### config.mk
export PLATFORM = sky130hd
export DESIGN_NAME = alu_op_sequencer
export DESIGN_NICKNAME = d
export VERILOG_FILES = /design/src/rtl/alu_op_sequencer.sv
export SDC_FILE = /design/constraint.sdc
export NUM_CORES = 1
export LEC_CHECK = 0
export BUFFER_PORTS_ARGS = -buffer_cell sky130_fd_sc_hd__buf_2
export CAP_MARGIN = 20
export CORE_ASPECT_RATIO = 1.5
export CORE_UTILIZATION = 34
export CTS_BUF_LIST = sky130_fd_sc_hd__clkbuf_4
export DETAILED_ROUTE_END_ITERATION = 6
export PLACE_DENSITY = 0.71
export SLEW_MARGIN = 15
export SYNTH_ARGS = -nofsm -noshare
export SYNTH_HDL_FRONTEND = slang
export SYNTH_SLANG_ARGS = --single-unit
### constraint.sdc
create_clock -name clk -period 3.25 [get_ports clk]
set_input_delay 0.4875 -clock clk [delete_from_list [all_inputs] [get_ports clk]]
set_output_delay 0.4875 -clock clk [all_outputs]
set_load 0.01 [all_outputs]
### src/rtl/alu_op_sequencer.sv
// Issue-side sequencer for the 32-bit ALU: accepts one request, drives the
// ALU operand/opcode registers, waits the opcode-dependent execution time,
// then captures the 64-bit result and holds it until the consumer takes it.
module alu_op_sequencer #(
    parameter int unsigned WORD_SIZE     = 32,
    parameter int unsigned MULDIV_CYCLES = 4,
    parameter int unsigned BASIC_CYCLES  = 1
) (
    input  logic                     clk,
    input  logic                     clr,
    input  logic                     req_valid,
    output logic                     req_ready,
    input  logic [4:0]               req_opcode,
    input  logic [WORD_SIZE-1:0]     req_a,
    input  logic [WORD_SIZE-1:0]     req_b,
    output logic [WORD_SIZE-1:0]     alu_A,
    output logic [WORD_SIZE-1:0]     alu_Y,
    output logic [WORD_SIZE-1:0]     alu_B,
    output logic [4:0]               alu_opcode,
    input  logic [2*WORD_SIZE-1:0]   alu_C,
    output logic                     rsp_valid,
    input  logic                     rsp_ready,
    output logic [WORD_SIZE-1:0]     z_hi,
    output logic [WORD_SIZE-1:0]     z_lo,
    output logic                     rsp_err,
    output logic                     busy
);

    localparam int unsigned CNT_W = 4;
    localparam int unsigned OPC_W = 5;
    localparam int unsigned RES_W = 2 * WORD_SIZE;

    localparam logic [CNT_W-1:0] MULDIV_CNT = CNT_W'(MULDIV_CYCLES - 1);
    localparam logic [CNT_W-1:0] BASIC_CNT  = CNT_W'(BASIC_CYCLES - 1);

    localparam logic [OPC_W-1:0] OP_MUL = 5'b00011;
    localparam logic [OPC_W-1:0] OP_DIV = 5'b00100;

    typedef enum logic [1:0] {
        S_IDLE = 2'd0,
        S_EXEC = 2'd1,
        S_RESP = 2'd2
    } state_e;

    state_e               state_q, state_d;
    logic [CNT_W-1:0]     cnt_q, cnt_d;
    logic [WORD_SIZE-1:0] a_q, a_d;
    logic [WORD_SIZE-1:0] y_q, y_d;
    logic [WORD_SIZE-1:0] b_q, b_d;
    logic [OPC_W-1:0]     opc_q, opc_d;
    logic [WORD_SIZE-1:0] zhi_q, zhi_d;
    logic [WORD_SIZE-1:0] zlo_q, zlo_d;
    logic                 rv_q, rv_d;
    logic                 err_q, err_d;
    logic                 busy_q, busy_d;
    logic                 rdy_q, rdy_d;

    logic                 op_illegal;
    logic                 op_muldiv;

    assign op_illegal = (req_opcode == '0) || req_opcode[OPC_W-1];
    assign op_muldiv  = (req_opcode == OP_MUL) || (req_opcode == OP_DIV);

    // State and datapath registers; reset discards any in-flight operation.
    always_ff @(posedge clk or negedge clr) begin
        if (!clr) begin
            state_q <= S_IDLE;
            cnt_q   <= '0;
            a_q     <= '0;
            y_q     <= '0;
            b_q     <= '0;
            opc_q   <= '0;
            zhi_q   <= '0;
            zlo_q   <= '0;
            rv_q    <= 1'b0;
            err_q   <= 1'b0;
            busy_q  <= 1'b0;
            rdy_q   <= 1'b0;
        end else begin
            state_q <= state_d;
            cnt_q   <= cnt_d;
            a_q     <= a_d;
            y_q     <= y_d;
            b_q     <= b_d;
            opc_q   <= opc_d;
            zhi_q   <= zhi_d;
            zlo_q   <= zlo_d;
            rv_q    <= rv_d;
            err_q   <= err_d;
            busy_q  <= busy_d;
            rdy_q   <= rdy_d;
        end
    end

    // Next-state, operand latch, result capture and handshake flags.
    always_comb begin
        state_d = state_q;
        cnt_d   = cnt_q;
        a_d     = a_q;
        y_d     = y_q;
        b_d     = b_q;
        opc_d   = opc_q;
        zhi_d   = zhi_q;
        zlo_d   = zlo_q;
        rv_d    = rv_q;
        err_d   = err_q;

        unique case (state_q)
            S_IDLE: begin
                // rdy_q gates acceptance so the first post-reset cycle honours req_ready=0
                if (rdy_q && req_valid) begin
                    a_d   = req_a;
                    y_d   = req_a;
                    b_d   = req_b;
                    opc_d = req_opcode;
                    if (op_illegal) begin
                        zhi_d   = '0;
                        zlo_d   = '0;
                        err_d   = 1'b1;
                        rv_d    = 1'b1;
                        state_d = S_RESP;
                    end else begin
                        cnt_d   = op_muldiv ? MULDIV_CNT : BASIC_CNT;
                        state_d = S_EXEC;
                    end
                end
            end
            S_EXEC: begin
                if (cnt_q == '0) begin
                    zhi_d   = alu_C[RES_W-1:WORD_SIZE];
                    zlo_d   = alu_C[WORD_SIZE-1:0];
                    err_d   = 1'b0;
                    rv_d    = 1'b1;
                    state_d = S_RESP;
                end else begin
                    cnt_d = cnt_q - CNT_W'(1);
                end
            end
            S_RESP: begin
                if (rsp_ready) begin
                    rv_d    = 1'b0;
                    state_d = S_IDLE;
                end
            end
            default: begin
                state_d = S_IDLE;
            end
        endcase

        rdy_d  = (state_d == S_IDLE);
        busy_d = (state_d != S_IDLE);
    end

    assign req_ready  = rdy_q;
    assign busy       = busy_q;
    assign alu_A      = a_q;
    assign alu_Y      = y_q;
    assign alu_B      = b_q;
    assign alu_opcode = opc_q;
    assign z_hi       = zhi_q;
    assign z_lo       = zlo_q;
    assign rsp_valid  = rv_q;
    assign rsp_err    = err_q;

endmodule

# Yosys cells after proc, flatten, opt, wreduce, memory -nomap -nowiden
# Index checks and enable logic that the tools add are counted.
# classes
add_sub_neg	1
n_eq_ne	10
n_mux	23
reduce_logical	14
# op_table
cell	count
2-to-1 mux 32 bit	4
case mux 32 bit (2 select lines)	2
2-to-1 mux 4 bit	3
!= test 2 bit, second input constant	6
2-to-1 mux 2 bit	5
case mux 4 bit (2 select lines)	1
AND reduction 4 bit	2
case mux 2 bit (3 select lines)	1
equality test 5 x 2 -> 1 bit, second input constant	1
equality test 5 x 3 -> 1 bit, second input constant	1
zero test 5 bit	1
2-to-1 mux 1 bit	5
AND reduction 5 bit	1
zero test 2 bit	2
zero test 4 bit	1
nonzero test 2 bit	2
subtractor 4 x 1 -> 4 bit, second input constant	1
case mux 1 bit (3 select lines)	1
nonzero test 3 bit	1
equality test 2 x 1 -> 1 bit, second input constant	1
equality test 2 bit, second input constant	1
logical OR 1 bit	2
case mux 1 bit (2 select lines)	1
AND reduction 2 bit	1
logical AND 1 bit	1
# totals
regBits	143
inputBits	137
output_inout_bits	169
word_cells	59

# Logic depth before layout (Yosys ltp)
# Gate-level depths: netlist of the first run.
# logic_depth
depth_word	6
depth_mapped	8
mapped_depth_nobuf	6

# Worst setup path before layout of the first run
# Ideal clock, no wire load.
# synth_timing
path_type	register -> register
startpoint	register cnt_q[0]
endpoint	register zhi_q[0], in the netlist z_hi[0]
setup_ns	0.130
t_arrival_ns	1.628
t_required_ns	3.120
slack_ns	1.492
path_stages_with_launch	9
path_buffers	3
synth_period_minus_slack_ns	1.758
cell_sequence	dfrtp_1 > inv_1 > ha_1 > or3b_1 > buf_2 > buf_6 > buf_2 > a22oi_1 > o2bb2ai_1
# synth_between
elab_chain_cells	3
# synth_lines
element	line	rtl
from (decl)	46	logic [CNT_W-1:0] cnt_q, cnt_d;
from (signal assigned)	81	cnt_q <= cnt_d;
zero test 4 bit	129	if (cnt_q == '0) begin
!= test 2 bit (no line)	-	
AND reduction 4 bit (no line)	-	
to (signal assigned)	86	zhi_q <= zhi_d;
to (decl)	51	logic [WORD_SIZE-1:0] zhi_q, zhi_d;
# Every way passes these cells.
# A chain may end at the register's enable or synchronous reset.

# Final worst setup path of the first run
# layout_timing
startpoint	register cnt_q[0]
endpoint	register zlo_q[10], in the netlist z_lo[10]
# layout_between
elab_chain_cells	3
# layout_lines
element	line	rtl
zero test 4 bit	129	
!= test 2 bit (no line)	-	
AND reduction 4 bit (no line)	-	
to (signal assigned)	87	zlo_q <= zlo_d;
to (decl)	52	logic [WORD_SIZE-1:0] zlo_q, zlo_d;
# Every way passes these cells.

==> results of run 1 <==
[stage by stage]
step                power, mW  worst slack, ns  cells  utilization [%]  area (um^2)
floorplan                6.03             1.49    603                -         6190
global placement         7.20             1.19   1058             42.7         7620
detailed placement       7.31             1.13   1058             42.7         7620
CTS                      8.46             1.13   1091             44.2         7910
global route             9.01            0.997   1092             44.3         7910
finish                   8.34             1.14   1092             44.3         7910
[worst paths after layout]
| path | end | slack (ns) | cells after the start |
|---|---|---|---|
| worst max-delay path | z_lo[10]$_DFFE_PN0P_ | 1.14 | 6 |
| worst min-delay path | alu_Y[22]$_DFFE_PN0P_ | 0.14 | 3 |
| worst max register to register | z_lo[10]$_DFFE_PN0P_ | 1.14 | 6 |
| worst min register to register | alu_B[16]$_DFFE_PN0P_ | 0.48 | 2 |
| max in group asynchronous | alu_Y[30]$_DFFE_PN0P_ | 1.96 | 3 |
| min in group asynchronous | z_hi[1]$_DFFE_PN0P_ | 0.51 | 2 |
[Yosys cell counts, types with 2 or more instances]
library cell / number
a22oi_1: 64
buf_1: 5
buf_2: 17
buf_4: 32
buf_6: 7
clkbuf_1: 16
dfrtp_1: 143
ha_1: 2
inv_1: 5
mux2_2: 2
nand2_1: 213
nand3_1: 4
nor2_1: 5
nor3_1: 2
nor3b_1: 2
o21ai_0: 3
o2bb2ai_1: 64
xor2_1: 2
[state kept, by name, indices dropped and copies added, names as in the netlist]
register,flops
cnt_q,4
state_q,2
z_hi,32
z_lo,32
busy,1
alu_opcode,5
req_ready,1
alu_Y,32
rsp_valid,1
rsp_err,1
alu_B,32
[critical path: cells and delay by family, from the launching register on]
| family | cells | cell delay [ns] |
|---|---|---|
| AND/OR/NAND/NOR | 1 | 0.55 |
| flip-flops | 1 | 0.42 |
| adder cells (fa/ha/maj) | 1 | 0.15 |
| AO/OA/AOI/OAI | 2 | 0.37 |
| buffers and inverters | 2 | 0.47 |
[repair_timing]
item | 4_1_cts | 5_1_grt
hold buffers | 1 | 0
hold endpoints to repair | 64 | 0
endpoints found under the setup margin | 0 | 0
[logic make-up after synthesis]
group,Yosys count,share of synthesized area [%]
fa+ha+maj,2,0.404
buf+inv,82,8.10
compound gates,137,17.9
mux,2,0.364
xor+xnor,2,0.283
flops,143,57.8
simple gates,235,15.2
[final cells by class]
| cell class | instances | area share (%) |
|---|---|---|
| Antenna cell | 1 | 0.0316 |
| Tap cell | 217 | 3.43 |
| Clock inverter | 13 | 1.63 |
| Timing Repair Buffer | 316 | 20.8 |
| Clock buffer | 19 | 1.80 |
| Inverter | 5 | 0.237 |
| Sequential cell | 143 | 45.3 |
| Multi-Input combinational cell | 378 | 26.8 |
[layer usage]
metal / wire length, um / part of all wire [%]
met2: 8330 / 51
met5: 0 / 0
met3: 934 / 5.7
met4: 289 / 1.8
met1: 6830 / 42
[power by group]
part           internal [mW]  switching, mW
combinational           1.61           2.43
sequential              2.60          0.585
clock                  0.414          0.696
total                   4.62           3.71
==> flow_summary_export.csv, run 1 <==
group,metric,value,unit
global_route,track_usage,17.3,%
yosys,ys_types,33,
place,gp_congestion,0.816,
sta,finalSetupTns,0,ns
die,die_height,167,um
sta,clock_skew,0.0382,ns
yosys,ys_seq_elements,143,
global_route,use_met3,3.84,%
min_path,min_from,"req_a[22]",
critical_path,r2r-start,"cnt_q[0]$_DFFE_PN0P_",
yosys,synth_warnings,0,
route,drt_iter0_markers,361,
pwr,p_leak,4.31,nW
critical_path,crit_start,"cnt_q[0]$_DFFE_PN0P_",
global_route,met1_usage,21.1,%
sta,hold_viol_final,0,
layout,mostFrequentLayoutCells,"buf_2, nand2_1, dfrtp_1",
critical_path,path_cells,"inv_1 > ha_1 > or3b_2 > buf_4 > a22oi_1 > o2bb2ai_1",
sta,grt_setup_unrepaired,"no",
die,rows,60,
clocking,clk_pin_slew,0.16,ns
die,die-area,18800,um^2
die,io_pins,306,
critical_path,max_stage_delay,0.55,ns
pwr,powerDensity,1050,nW/um^2
min_path,hold_path_class,"input pin to flop",
die,fp.dieW,112,um
layout,seq_area,3580,um^2
sta,worst_pin_slew,0.730,ns
clocking,clock_path_buffers,2,
global_route,antenna_found_initial,1,
layout,multiInputGateArea,2120,um^2
critical_path,cp_data_required_time,3.61,ns
yosys,netlist_instances,603,
sta,whs,0.139,ns
clocking,post_cts_resized,0,
layout,nNetsFinal,1000,
route,routedWlPerCell,15.0,um
clocking,clk_latency,0.52,ns
pwr,worst_ir_drop_vdd,0.000424,V
die,start_util,34.7,%
critical_path,crit_path_end_kind,"flop",
sta,fin_crit,2.11,ns
sta,finalCritPeriodShare,65.1,%
critical_path,critPathMaxFanout,64,
global_route,busiest_layer,"met2",
route,drc,21,
yosys,ys_seq_area_share,57.8,%
yosys,yosysTopAreaCellShare,57.8,%
global_route,grt-ovfl-total,0,
route,ant_nets,0,
layout,area.growth.synth_to_final,27.7,%
clocking,root_buffer,"clkbuf_4",
route,wl,16.4,mm
route,first_pass_iters,7,
layout,final_common_cell,"buf_2",
yosys,synth.area.top_cells,"dfrtp_1, nand2_1, o2bb2ai_1",
critical_path,cp-start-kind,"flop",
run_status,status,"complete, but fails checks",
sta,fmax,473,MHz
yosys,mappedNetlistArea,6190,um^2
die,core_region_area,17900,um^2
clocking,cts_tree,"done",
global_route,grt_first_pass_wirelength,25.7,mm
layout,fillers,1781,
yosys,yosysTopAreaCell,"dfrtp_1",
critical_path,cpMaxStageDelayCell,"or3b_2",
place,numPortBuffers,305,
global_route,first_global_vias,5040,
sta,slew_violations,0,
yosys,syn_area_per_cell,10.3,um^2
run_status,violations,"DRC",
critical_path,arrival,2.47,ns
critical_path,worst-setup-path-type,"flop to flop",
place,hpwl,11.1,mm
global_route,grt_max_degree,67,
clocking,h-tree-depth,4,
global_route,grtUsageMet2,29.8,%
run,drv_cap,0,
clocking,clock-sinks,143,
route,via_per_inst,4.85,
clocking,cts_buffers,17,
sta,setup_viol,0,
sta,relSlewSlack,51.3,%
yosys,syn_nets,742,
clocking,post-cts-setup-buffers,0,
yosys,async_flop_share,100,%
yosys,synth_flop_cell,"dfrtp_1",
route,vias,5293,
layout,drive_above_1_share,40.7,%
yosys,synth_edf_count,0,
(Power assumes the default switching activity.)
==> inputs of run 2 (changes only) <==
- clock period: 3.25 -> 2.05 ns (I/O delays scaled with it)
==> run 2 against run 1 <==
The flow still finishes with violations (DRC). Via count is 11% higher. Hold slack worse by 0.072 ns. Register-to-register slack worse by 0.90 ns. Count of clock-buffer cells in the layout shrank 1. Total power is 67% higher. Critical endpoint unchanged. Core utilization grew 5.8 points. Clock skew down 0.016 ns. Sequential power is 59% higher.
==> flow_summary_export.csv, run 2 (synthesis gave the netlist of run 1 again) <==
group,metric,value,unit
run_status,status,"complete, but fails checks",
run_status,violations,"DRC",
pwr,swShare,43.0,%
critical_path,ff2ff_setup_slack,0.23,ns
sta,fin_crit,1.82,ns
critical_path,crit_path_end_kind,"flop",
global_route,antenna_found_initial,1,
global_route,grt_first_pass_wirelength,29.0,mm
clocking,cts_buffers,17,
pwr,p_int,7.94,mW
die,start_util,34.7,%
critical_path,reg2reg_depth,7,
critical_path,cp_data_required_time,2.50,ns
critical_path,cp.depth,7,
global_route,first_global_vias,5874,
pwr,worst_ir_drop_vdd,0.000729,V
sta,slew_violations,0,
critical_path,crit_start,"cnt_q[0]$_DFFE_PN0P_",
critical_path,critPathMaxFanout,45,
route,wl,18.2,mm
critical_path,path_cells,"inv_1 > ha_1 > or3b_4 > nor2_8 > buf_12 > a22oi_1 > o2bb2ai_1",
global_route,met1_usage,22.4,%
global_route,busiest_layer,"met2",
die,rows,60,
route,first_pass_iters,7,
global_route,grt-ovfl-total,0,
min_path,hold_path_class,"input pin to flop",
layout,final_common_cell,"buf_2",
sta,setup_viol,0,
die,die-area,18800,um^2
die,die_height,167,um
clocking,clk_pin_slew,0.14,ns
pwr,p_seq_share,36.3,%
clocking,root_buffer,"clkbuf_4",
critical_path,worst-setup-path-type,"flop to flop",
layout,drive_above_1_share,37.3,%
layout,nNetsFinal,1095,
layout,area.growth.synth_to_final,44.5,%
die,fp.dieW,112,um
route,drc,19,
pwr,comb_power_share,49.0,%
critical_path,max_stage_delay,0.44,ns
route,via_per_inst,4.93,
critical_path,r2r-start,"cnt_q[0]$_DFFE_PN0P_",
critical_path,cpMaxStageDelayCell,"or3b_4",
clocking,clock_path_buffers,2,
global_route,grt_max_degree,65,
sta,grt_setup_unrepaired,"no",
layout,fillers,1625,
sta,hold_viol_final,0,
pwr,clockPowerShare,14.7,%
layout,mostFrequentLayoutCells,"buf_2, nand2_1, dfrtp_1",
place,numPortBuffers,305,
sta,relSlewSlack,65.2,%
critical_path,cp-start-kind,"flop",
route,ant_nets,0,
global_route,grtUsageMet2,33.5,%
pwr,p_leak,4.76,nW
pwr,powerDensity,1560,nW/um^2
clocking,cts_tree,"done",
route,routedWlPerCell,15.3,um
sta,finalSetupTns,0,ns
place,hpwl,11.5,mm
sta,finalCritPeriodShare,88.7,%
clocking,clock-sinks,143,
pwr,p_switching,5.99,mW
global_route,use_met3,4.27,%
critical_path,reg2reg_to,"z_lo[10]$_DFFE_PN0P_",
sta,clock_skew,0.0222,ns
clocking,post-cts-setup-buffers,0,
critical_path,arrival,2.27,ns
critical_path,crit_buf_inv,2,
sta,worst_pin_slew,0.522,ns
critical_path,cp_top_family,"simple AND/OR/NAND/NOR gates",
place,gp_congestion,0.801,
clocking,h-tree-depth,4,
critical_path,cp-endpoint,"z_lo[10]$_DFFE_PN0P_",
route,vias,5853,
sta,whs,0.0667,ns
route,drt_iter0_markers,518,
sta,fmax,550,MHz
run,drv_cap,0,
clocking,clk_latency,0.53,ns
die,core_region_area,17900,um^2
global_route,track_usage,19.4,%
die,io_pins,306,
## run 2: cell count changes in the layout (fill, tap and decap cells not counted), moves of 2 or more
cell	change
buf_12	+4
bufinv_16	+3
clkinv_2	+3
dlygate4sd3_1	+90
inv_6	-2
## run 2: worst min-delay path: stages
cell and delay (ns):
buf_2 0.08, a22oi_1 0.06, o2bb2ai_1 0.13
## run 2: worst min path at each step
stage                     cells after the start                    to      start  slack (ns)
after CTS                                     3  z_hi[31]$_DFFE_PN0P_  alu_C[63]      0.0001
final                                         3  z_hi[28]$_DFFE_PN0P_  alu_C[60]        0.07
after detailed placement                      1   z_hi[1]$_DFFE_PN0P_        clr        0.28
after global routing                          3   z_lo[9]$_DFFE_PN0P_   alu_C[9]       0.007
after floorplan                               0  alu_B[0]$_DFFE_PN0P_        clr        0.01
after global placement                        1   z_hi[1]$_DFFE_PN0P_        clr        0.28
## run 2: repair_timing
item,CTS,global route
hold endpoints to repair,133,0
resized for setup,0,1
setup endpoints to repair,0,33
hold buffers,91,0
## run 2: cell type report
| type | instances | area (um^2) | area share, % |
|---|---|---|---|
| Clock inverter | 14 | 189 | 2.11 |
| Clock buffer | 18 | 135 | 1.51 |
| Multi-Input combinational cell | 378 | 2120 | 23.7 |
| Tap cell | 217 | 272 | 3.03 |
| Antenna cell | 1 | 2.50 | 0.0280 |
| Sequential cell | 143 | 3580 | 40.0 |
| Inverter | 5 | 18.8 | 0.210 |
| Timing Repair Buffer | 411 | 2630 | 29.4 |
## run 2: through the flow
step	worst slack [ns]	cell area [um^2]	power (mW)	cells	util, %
5_1_grt	0.0978	8950	15.0	1187	50.1
4_1_cts	0.0685	8950	14.0	1186	50.1
2_1_floorplan	0.292	6190	9.55	603	-
3_5_place_dp	0.0798	7710	11.8	1063	43.2
6_report	0.232	8950	13.9	1187	50.1
3_3_place_gp	0.165	7710	11.6	1063	43.2
## run 2: per-layer routing
layer / up-vias / part of all wire, %
met2: 231 / 51
met1: 2826 / 39
li1: 2751 / -
met5: - / 0
met4: 0 / 3.7
met3: 45 / 5.4
## run 2: power groups by stage
stage / Clock (mW) / Combinational (mW) / Sequential [mW]
2_1_floorplan: 0 / 3.99 / 5.57
3_3_place_gp: 0 / 6.60 / 5.03
3_5_place_dp: 0 / 6.74 / 5.06
4_1_cts: 2.15 / 6.86 / 5.03
5_1_grt: 2.24 / 7.54 / 5.22
6_report: 2.05 / 6.83 / 5.06
==> inputs of run 3 (changes only) <==
- ABC_AREA: default -> 1
- PLACE_DENSITY: 0.71 -> 0.7
==> run 3 against run 2 <==
The flow now finishes without violations. Fmax grew 4.3%. Critical path type unchanged. Core utilization grew 0.14 points. Hold slack lost 0.011 ns. Synthesized cell count grew 37%. Final cell count grew 21%. Register-to-register slack gained 0.08 ns. Largest cell class unchanged. First-iteration DRC count shrank 33%. Critical endpoint is now alu_Y[7]$_DFFE_PN0P_. Critical path depth shrank 1. Largest power group unchanged. Die area grew 6.1%. Via count grew 13%.
==> flow_summary_export.csv, run 3 <==
group,metric,value,unit
die,die_height,172,um
place,hpwl,12.4,mm
clocking,clk_pin_slew,0.13,ns
global_route,antenna_found_initial,3,
clocking,clock_path_buffers,2,
yosys,ys_types,21,
yosys,synth_commonest_cells,"nand2_1, dfrtp_1, nor2_1, inv_1, nand4_1",
clocking,postCtsHoldBufs,91,
place,numPortBuffers,305,
global_route,grt_first_pass_wirelength,30.7,mm
pwr,p_leak,5.70,nW
sta,fmax,574,MHz
critical_path,critPathMaxFanout,67,
run,drv_cap,0,
clocking,cts_buffers,17,
critical_path,cp_data_required_time,2.55,ns
run_status,status,"completed",
die,start_util,35.0,%
route,routedWlPerCell,14.0,um
yosys,async_flop_share,100,%
yosys,synth_most_common_cell,"nand2_1",
clocking,post-cts-setup-buffers,0,
critical_path,max_stage_delay,0.48,ns
yosys,synth_warnings,0,
yosys,syn_area_per_cell,7.98,um^2
sta,slew_violations,0,
critical_path,crit_path_end_kind,"flop",
route,drc,0,
yosys,ys_seq_elements,143,
critical_path,path_cells,"nor2_1 > inv_1 > nor2_4 > buf_12 > nand2_1 > nand2_1",
route,drt_iter0_markers,345,
yosys,ys_seq_area_share,54.4,%
route,wl,20.1,mm
sta,finalSetupTns,0,ns
global_route,grt_max_degree,72,
sta,fin_crit,1.74,ns
sta,setup_viol,0,
route,vias,6607,
die,die-area,19900,um^2
pwr,powerDensity,1360,nW/um^2
clocking,post_cts_resized,0,
pwr,power,12.8,mW
yosys,yosysTopAreaCell,"dfrtp_1",
sta,relSlewSlack,70.2,%
sta,grt_setup_unrepaired,"no",
clocking,root_buffer,"clkbuf_4",
min_path,hold_path_class,"input pin to flop",
global_route,track_usage,20.2,%
layout,nNetsFinal,1309,
critical_path,cp-start-kind,"flop",
die,fp.dieW,116,um
yosys,synth_flop_cell,"dfrtp_1",
place,gp_congestion,0.766,
yosys,yosysTopAreaCellShare,54.4,%
die,core_region_area,18800,um^2
global_route,first_global_vias,6349,
yosys,syn_nets,963,
sta,clock_skew,0.0168,ns
yosys,mappedNetlistArea,6580,um^2
yosys,synth.area.top_cells,"dfrtp_1, nand2_1, nand4_1",
die,io_pins,306,
sta,finalCritPeriodShare,85.0,%
clocking,clk_latency,0.57,ns
critical_path,cpMaxStageDelayCell,"dfrtp_1",
route,via_per_inst,4.60,
route,ant_nets,0,
layout,drive_above_1_share,30.2,%
critical_path,cpMostUsedCell,"nand2_1",
layout,mostFrequentLayoutCells,"nand2_1, buf_2, dfrtp_1",
critical_path,arrival,2.24,ns
global_route,grt-ovfl-total,0,
layout,fillers,1770,
layout,area.growth.synth_to_final,43.4,%
die,rows,61,
yosys,synth_edf_count,0,
sta,hold_viol_final,0,
clocking,clock-sinks,143,
clocking,cts_tree,"done",
pwr,worst_ir_drop_vdd,0.000549,V
clocking,h-tree-depth,4,
route,first_pass_iters,5,
layout,final_common_cell,"nand2_1",
sta,worst_pin_slew,0.446,ns
yosys,netlist_instances,824,
critical_path,worst-setup-path-type,"flop to flop",
[run 3: changes by cell type after synthesis, sizes merged, moves of 5 or more]
cell / previous run / this run
nand2: 213 / 362
inv: 5 / 77
nor2: 6 / 78
a22oi: 64 / 0
nand4: 0 / 64
o2bb2ai: 64 / 0
buf: 61 / 70
nand3: 4 / 10
clkbuf: 16 / 11
[run 3: area by class of cell]
| type | instances | area (um^2) | area share [%] |
|---|---|---|---|
| Tap cell | 252 | 315 | 3.34 |
| Inverter | 77 | 289 | 3.06 |
| Sequential cell | 143 | 3580 | 37.9 |
| Clock inverter | 15 | 241 | 2.56 |
| Timing Repair Buffer | 408 | 2660 | 28.2 |
| Multi-Input combinational cell | 523 | 2210 | 23.5 |
| Clock buffer | 17 | 128 | 1.35 |
| Antenna cell | 2 | 5.00 | 0.0531 |
[run 3: critical path: cells and delay by family (launching register included)]
kind	cells	cell delay (ns)
buf+inv	2	0.40
flops	1	0.48
simple gates	4	0.76
[run 3: worst paths after layout]
kind                                  startpoint                     to  slack, ns  depth (start not counted)
max reg2reg                 state_q[1]$_DFF_PN0_   alu_Y[7]$_DFFE_PN0P_       0.31                          6
min in group asynchronous                    clr  alu_Y[22]$_DFFE_PN0P_       0.21                          2
max                         state_q[1]$_DFF_PN0_   alu_Y[7]$_DFFE_PN0P_       0.31                          6
min                                    alu_C[60]   z_hi[28]$_DFFE_PN0P_       0.06                          5
max in group asynchronous                    clr   alu_Y[5]$_DFFE_PN0P_       1.21                          3
min reg2reg                alu_B[13]$_DFFE_PN0P_  alu_B[13]$_DFFE_PN0P_       0.47                          2
[run 3: metrics by stage]
stage	worst slack, ns	cells	area, um^2	hold WS, ns	utilization [%]
6_report	0.308	1437	9430	0.0560	50.2
5_1_grt	0.191	1436	9430	0.00988	50.2
4_1_cts	0.315	1434	9420	0.000869	50.2
3_5_place_dp	0.310	1311	8140	0.251	43.3
3_3_place_gp	0.352	1311	8140	0.256	43.3
2_1_floorplan	0.632	824	6580	0.0119	-
[run 3: kinds of logic after synthesis]
family                   synth area share [%]
AO/OA/AOI/OAI                           0.304
buffers and inverters                    12.3
adder cells (fa/ha/maj)                 0.380
AND/OR/NAND/NOR                          32.5
XOR/XNOR                                0.133
flip-flops                               54.4
[run 3: power by group]
group | leakage (nW) | switching (mW) | internal [mW] | total (mW)
combinational | 3.65 | 3.58 | 2.15 | 5.73
clock | 0.183 | 1.06 | 1.21 | 2.27
sequential | 1.86 | 0.775 | 4.06 | 4.84
[run 3: metal layers]
layer | routed length, um | track usage [%] | vias up
met1 | 7700 | 21.4 | 3101
met5 | 13 | 0 | -
met2 | 10400 | 36.3 | 267
met4 | 618 | 9.49 | 2
met3 | 1440 | 6.10 | 45
li1 | - | - | 3192
